==> src/rtl/instr_fetch_unit.sv <==
// -----------------------------------------------------------------------------
// instr_fetch_unit
//
// Instruction fetch front-end. Owns the program counter, drives it onto the
// combinational instruction ROM, and captures each returned word together with
// its PC into a small prefetch FIFO. The FIFO head goes to decode over a
// valid/ready handshake. Execute can redirect fetch; a redirect flushes
// everything in flight.
//
// Parameters
//   RESET_PC    PC loaded on reset
//   FIFO_DEPTH  prefetch entries; must be a power of 2 and >= 2
//
// Ports
//   clk             in   1   clock, all state on posedge
//   rst             in   1   synchronous active-high reset
//   rom_addr        out  32  fetch address (the PC register)
//   rom_instr       in   32  ROM word for rom_addr, same cycle
//   redirect_valid  in   1   flush and load redirect_pc
//   redirect_pc     in   32  redirect target (bits [1:0] ignored)
//   inst_valid      out  1   FIFO head valid
//   inst_ready      in   1   decode accepts head
//   inst_data       out  32  head instruction, NOP (32'h00000013) when empty
//   inst_pc         out  32  PC of head instruction, 0 when empty
//
// Optional feature (macro FETCH_PERF_CNT_EN):
//   perf_fetch_cnt  out  32  pushes into the FIFO, wraps at 2^32
//   perf_stall_cnt  out  32  cycles with FIFO full and no pop, wraps at 2^32
// -----------------------------------------------------------------------------
module instr_fetch_unit #(
  parameter logic [31:0] RESET_PC   = 32'h0000_0000,
  parameter int          FIFO_DEPTH = 4
) (
  input  logic        clk,
  input  logic        rst,
  output logic [31:0] rom_addr,
  input  logic [31:0] rom_instr,
  input  logic        redirect_valid,
  input  logic [31:0] redirect_pc,
  output logic        inst_valid,
  input  logic        inst_ready,
  output logic [31:0] inst_data,
  output logic [31:0] inst_pc
`ifdef FETCH_PERF_CNT_EN
  ,
  output logic [31:0] perf_fetch_cnt,
  output logic [31:0] perf_stall_cnt
`endif
);

  localparam int PTR_W = $clog2(FIFO_DEPTH);
  localparam int CNT_W = PTR_W + 1;
  localparam logic [CNT_W-1:0] DEPTH_C = CNT_W'(FIFO_DEPTH);
  localparam logic [31:0] NOP = 32'h0000_0013;

  // Prefetch storage: instruction word and its PC per entry.
  logic [31:0] mem_instr [FIFO_DEPTH];
  logic [31:0] mem_pc    [FIFO_DEPTH];

  logic [31:0]      pc_reg,     pc_next;
  logic [CNT_W-1:0] count_reg,  count_next;
  logic [PTR_W-1:0] rd_ptr_reg, rd_ptr_next;
  logic [PTR_W-1:0] wr_ptr_reg, wr_ptr_next;

  logic full;
  logic pop;
  logic push;

  // Head is a plain mux of registered state, so inst_ready never reaches
  // rom_addr combinationally.
  assign full       = (count_reg == DEPTH_C);
  assign inst_valid = (count_reg != '0);
  assign inst_data  = inst_valid ? mem_instr[rd_ptr_reg] : NOP;
  assign inst_pc    = inst_valid ? mem_pc[rd_ptr_reg]    : 32'h0;
  assign rom_addr   = pc_reg;

  assign pop  = inst_valid & inst_ready;
  // A full FIFO may still accept a word when the head leaves in the same
  // cycle; the slot being written is the one being popped.
  assign push = ~redirect_valid & (~full | pop);

  always_comb begin
    pc_next     = pc_reg;
    count_next  = count_reg;
    rd_ptr_next = rd_ptr_reg;
    wr_ptr_next = wr_ptr_reg;

    if (redirect_valid) begin
      // Redirect wins over all bookkeeping: a simultaneous pop is still a
      // completed transfer for decode, but the FIFO is emptied regardless.
      pc_next     = {redirect_pc[31:2], 2'b00};
      count_next  = '0;
      rd_ptr_next = '0;
      wr_ptr_next = '0;
    end else begin
      if (push) begin
        pc_next     = pc_reg + 32'd4;
        wr_ptr_next = wr_ptr_reg + 1'b1;
      end
      if (pop) begin
        rd_ptr_next = rd_ptr_reg + 1'b1;
      end
      if (push && !pop) begin
        count_next = count_reg + 1'b1;
      end else if (pop && !push) begin
        count_next = count_reg - 1'b1;
      end
    end
  end

  always_ff @(posedge clk) begin
    if (rst) begin
      pc_reg     <= RESET_PC;
      count_reg  <= '0;
      rd_ptr_reg <= '0;
      wr_ptr_reg <= '0;
    end else begin
      pc_reg     <= pc_next;
      count_reg  <= count_next;
      rd_ptr_reg <= rd_ptr_next;
      wr_ptr_reg <= wr_ptr_next;
    end
  end

  // Storage needs no reset: entries are only visible while count covers them.
  always_ff @(posedge clk) begin
    if (!rst && push) begin
      mem_instr[wr_ptr_reg] <= rom_instr;
      mem_pc[wr_ptr_reg]    <= pc_reg;
    end
  end

`ifdef FETCH_PERF_CNT_EN
  logic [31:0] fetch_cnt_reg;
  logic [31:0] stall_cnt_reg;

  always_ff @(posedge clk) begin
    if (rst) begin
      fetch_cnt_reg <= '0;
      stall_cnt_reg <= '0;
    end else begin
      if (push) begin
        fetch_cnt_reg <= fetch_cnt_reg + 32'd1;
      end
      if (full && !pop) begin
        stall_cnt_reg <= stall_cnt_reg + 32'd1;
      end
    end
  end

  assign perf_fetch_cnt = fetch_cnt_reg;
  assign perf_stall_cnt = stall_cnt_reg;
`endif

endmodule
==> config.mk <==
export PLATFORM = sky130hd
export DESIGN_NAME = instr_fetch_unit
export DESIGN_NICKNAME = d
export VERILOG_FILES = /design/src/rtl/instr_fetch_unit.sv
export SDC_FILE = /design/constraint.sdc
export NUM_CORES = 1
export LEC_CHECK = 0
export ABC_AREA = 1
export CORE_ASPECT_RATIO = 0.6
export CORE_MARGIN = 1
export CORE_UTILIZATION = 53
export DETAILED_ROUTE_END_ITERATION = 8
export PLACE_DENSITY = 0.82
export SYNTH_ARGS = -nofsm -noshare
export SYNTH_HDL_FRONTEND = slang
export SYNTH_SLANG_ARGS = --single-unit
==> constraint.sdc <==
create_clock -name clk -period 4.4 [get_ports clk]
set_input_delay 0.44 -clock clk [delete_from_list [all_inputs] [get_ports clk]]
set_output_delay 0.44 -clock clk [all_outputs]
set_load 0.05 [all_outputs]
==> results by group <==
Run status
  – Status: finished, final reports clean

GRT
  – Initial antenna violation count: 0
  – Largest net degree at the start of global routing: 125
  – Grt ovf: 0
  – First-pass GRT wire length: 46.09 mm
  – GRT Total Usage: 25.38%
  – Vias in the first global route: 8447

Synthesis
  – Sequential area share after synthesis: 67.29%
  – Synthesized cell area: 12230 um^2
  – Synth Instances: 1143
  – Avg Cell Area, Syn: 10.70 um^2
  – Number of synthesis warnings: 0
  – Post-synthesis register bit count: 287
  – Netlist cell types: 40

STA
  – Period utilization: 81.94%
  – Fmax: 277.4 MHz
  – Final Max Slew Viols: 0
  – Worst rel slew slack: 43.78%
  – Fin crit period: 3.605 ns
  – Final setup fails: 0
  – Clk_skew: 0.02006 ns
  – RSZ-0062 raised after global routing: false
  – Setup TNS: 0 ns
  – Slew at the pin closest to its max-slew limit: 0.8421 ns
  – Fin. Hold Viols: 0

Critical path
  – WS Path Type: reg2out
  – Crit end category: output pin
  – Critical-path cell list: nor2_1 > nand2_1 > inv_2 > buf_4 > a21oi_1 > clkdlybuf4s50_1
  – Slowest CP cell: clkdlybuf4s50_1
  – WP data required: 3.96 ns
  – Critical path fanouts, max: 29
  – Crit path arrival time: 3.17 ns
  – Critical R2R Launch: count_reg[0]
  – Crit-path max cell delay: 0.74 ns
  – Worst setup SP type: flop
  – Crit. Startpoint: count_reg[0]

Cells and area
  – Share of post-route cells with drive strength above 1: 7.933%
  – Layout area overhead: 23.23%
  – NumNets Final: 1366
  – End-of-flow core utilization: 67.46%
  – Diodes inserted: 0
  – Max reg flops: 128
  – Biggest register: mem_instr

Route
  – Routed Wire Length: 29.61 mm
  – Antenna Nets Post-Route: 0
  – Initial DRC count: 647
  – Remaining DRCs: 0
  – 1st-pass router iterations: 5
  – Via density: 5.487
  – Post-DR wirelength/cell: 18.29 um
  – Vias: 8883

Job
  – Max cap viols: 0

Placed design
  – Routability Congestion: 0.8792
  – DP HPWL: 18.55 mm
  – PortBufs: 158

Clocking
  – Clk buf depth: 3
  – Clk_lat worst skew: 0.54 ns
  – CTS resizes: 0
  – Clock sink total: 287
  – Clock-pin slew on the worst setup and hold paths: 0.07 ns
  – CTS tree: yes
  – H-tree Lvls: 1
  – Num CTS Buffers: 26
  – # hold bufs at CTS: 0
  – Clk root buf: clkbuf_16
  – Post-CTS setup buffers: 0

Pwr
  – Power density cells: 432.2 nW/um^2
  – Pleak: 5.305 nW
  – Worst vdd ir: 293.5 uV

Floorplanning
  – Die span in x: 198.1 um
  – Die Footprint: 23700 um^2
  – Site Rows: 42
  – Die H: 119.7 um
  – Core Region: 22330 um^2
  – Initial core utilization: 54.75%
  – I/O pin total: 165

Worst hold path
  – Hold Crit Class: reg2reg
  – Hold_sp: rd_ptr_reg[1]
## through the flow
step / std cells / cell area [um^2] / hold WS, ns / total power, mW / worst slack [ns]
after floorplan: 1146 / 12240 / 0.4217 / 3.751 / 0.2715
after global placement: 1571 / 14140 / 0.4466 / 4.114 / 1.144
after detailed placement: 1571 / 14140 / 0.4556 / 4.131 / 1.068
after global routing: 1619 / 15070 / 0.5046 / 6.706 / 0.6480
after CTS: 1619 / 15070 / 0.4675 / 6.534 / 0.7575
final: 1619 / 15070 / 0.4694 / 6.512 / 0.7948
## routing by layer
metal	part of all wire [%]	global-route usage [%]	up-vias	routed length, um
met5	0	0	-	0
met4	1.3	5.233	0	393
met3	8.4	4.694	37	2495
met2	45	38.16	394	13210
met1	46	38.60	4246	13520
li1	-	-	4206	-
## placed cells by master (no fill, tap or decap), types with 21 or more instances in the layout
cell type and n:
a21oi_1 80, edfxtp_1 248, nand2_1 126, nand3_1 21, dfxtp_1 37, clkdlybuf4s50_1 158, nor2_1 282, o21ai_0 140
clkbuf_16 26, inv_1 51
## synth_stat cells, drive strengths merged
| master | n | area [um^2] |
|---|---|---|
| fa | 1 | 20.02 |
| nand3 | 22 | 115.1 |
| nand3b | 2 | 15.01 |
| o31ai | 1 | 7.510 |
| a31oi | 6 | 37.54 |
| nand4 | 4 | 25.02 |
| nand2 | 135 | 544.3 |
| o21ai | 150 | 754.5 |
| buf | 30 | 197.7 |
| nor2 | 302 | 1246 |
| ha | 6 | 75.07 |
| nor3 | 1 | 5.000 |
| conb | 1 | 3.750 |
| clkbuf | 29 | 108.9 |
| o311ai | 3 | 26.28 |
| xnor2 | 1 | 8.760 |
| or2 | 1 | 6.260 |
| dfxtp | 39 | 780.8 |
| o21a | 1 | 7.510 |
| inv | 60 | 227.7 |
| xor2 | 9 | 78.83 |
| clkinv | 1 | 3.750 |
| a22o | 6 | 52.55 |
| a21oi | 82 | 417.9 |
| edfxtp | 248 | 7447 |
| a211oi | 1 | 7.510 |
| and2 | 1 | 6.260 |
## cells by family after synthesis
family | Yosys count | synth area share (%)
other | 1 | 0.03067
and+or+nand+nor | 468 | 16.06
buffers and inverters | 120 | 4.400
AOI/OAI and AO/OA | 250 | 10.72
adders and majority gates | 7 | 0.7777
DFF | 287 | 67.29
xor gates and xnor gates | 10 | 0.7164
## layout make-up
| cell class | count | area [um^2] |
|---|---|---|
| fill | 1702 | 7267 |
| clock buffer | 30 | 665.6 |
| timing repair buffer | 176 | 1792 |
| inverter | 61 | 231.5 |
| multi-input combinational | 739 | 3502 |
| sequential | 287 | 8233 |
| tap | 308 | 385.4 |
| clock inverter | 18 | 257.7 |
## worst max-delay path: cells and delay by family (launching register included)
family                 cells  cell delay [ns]
buffers and inverters      3             1.69
AND/OR/NAND/NOR            2             0.44
flip-flops                 1             0.35
AO/OA/AOI/OAI              1             0.15
## worst paths after layout
path	endpoint	slack [ns]	cells past startpoint
max	inst_pc[22]	0.79	6
min	flop	0.47	2
max reg2reg	mem_instr[0][1]	1.96	7
min reg2reg	flop	0.47	2
## power by group
part | total, mW | internal (mW) | switching [mW]
registers | 3.10 | 3.03 | 0.0709
logic | 0.976 | 0.303 | 0.673
clock network | 2.43 | 1.45 | 0.988
Note: power is estimated with default switching activity, not from simulation.
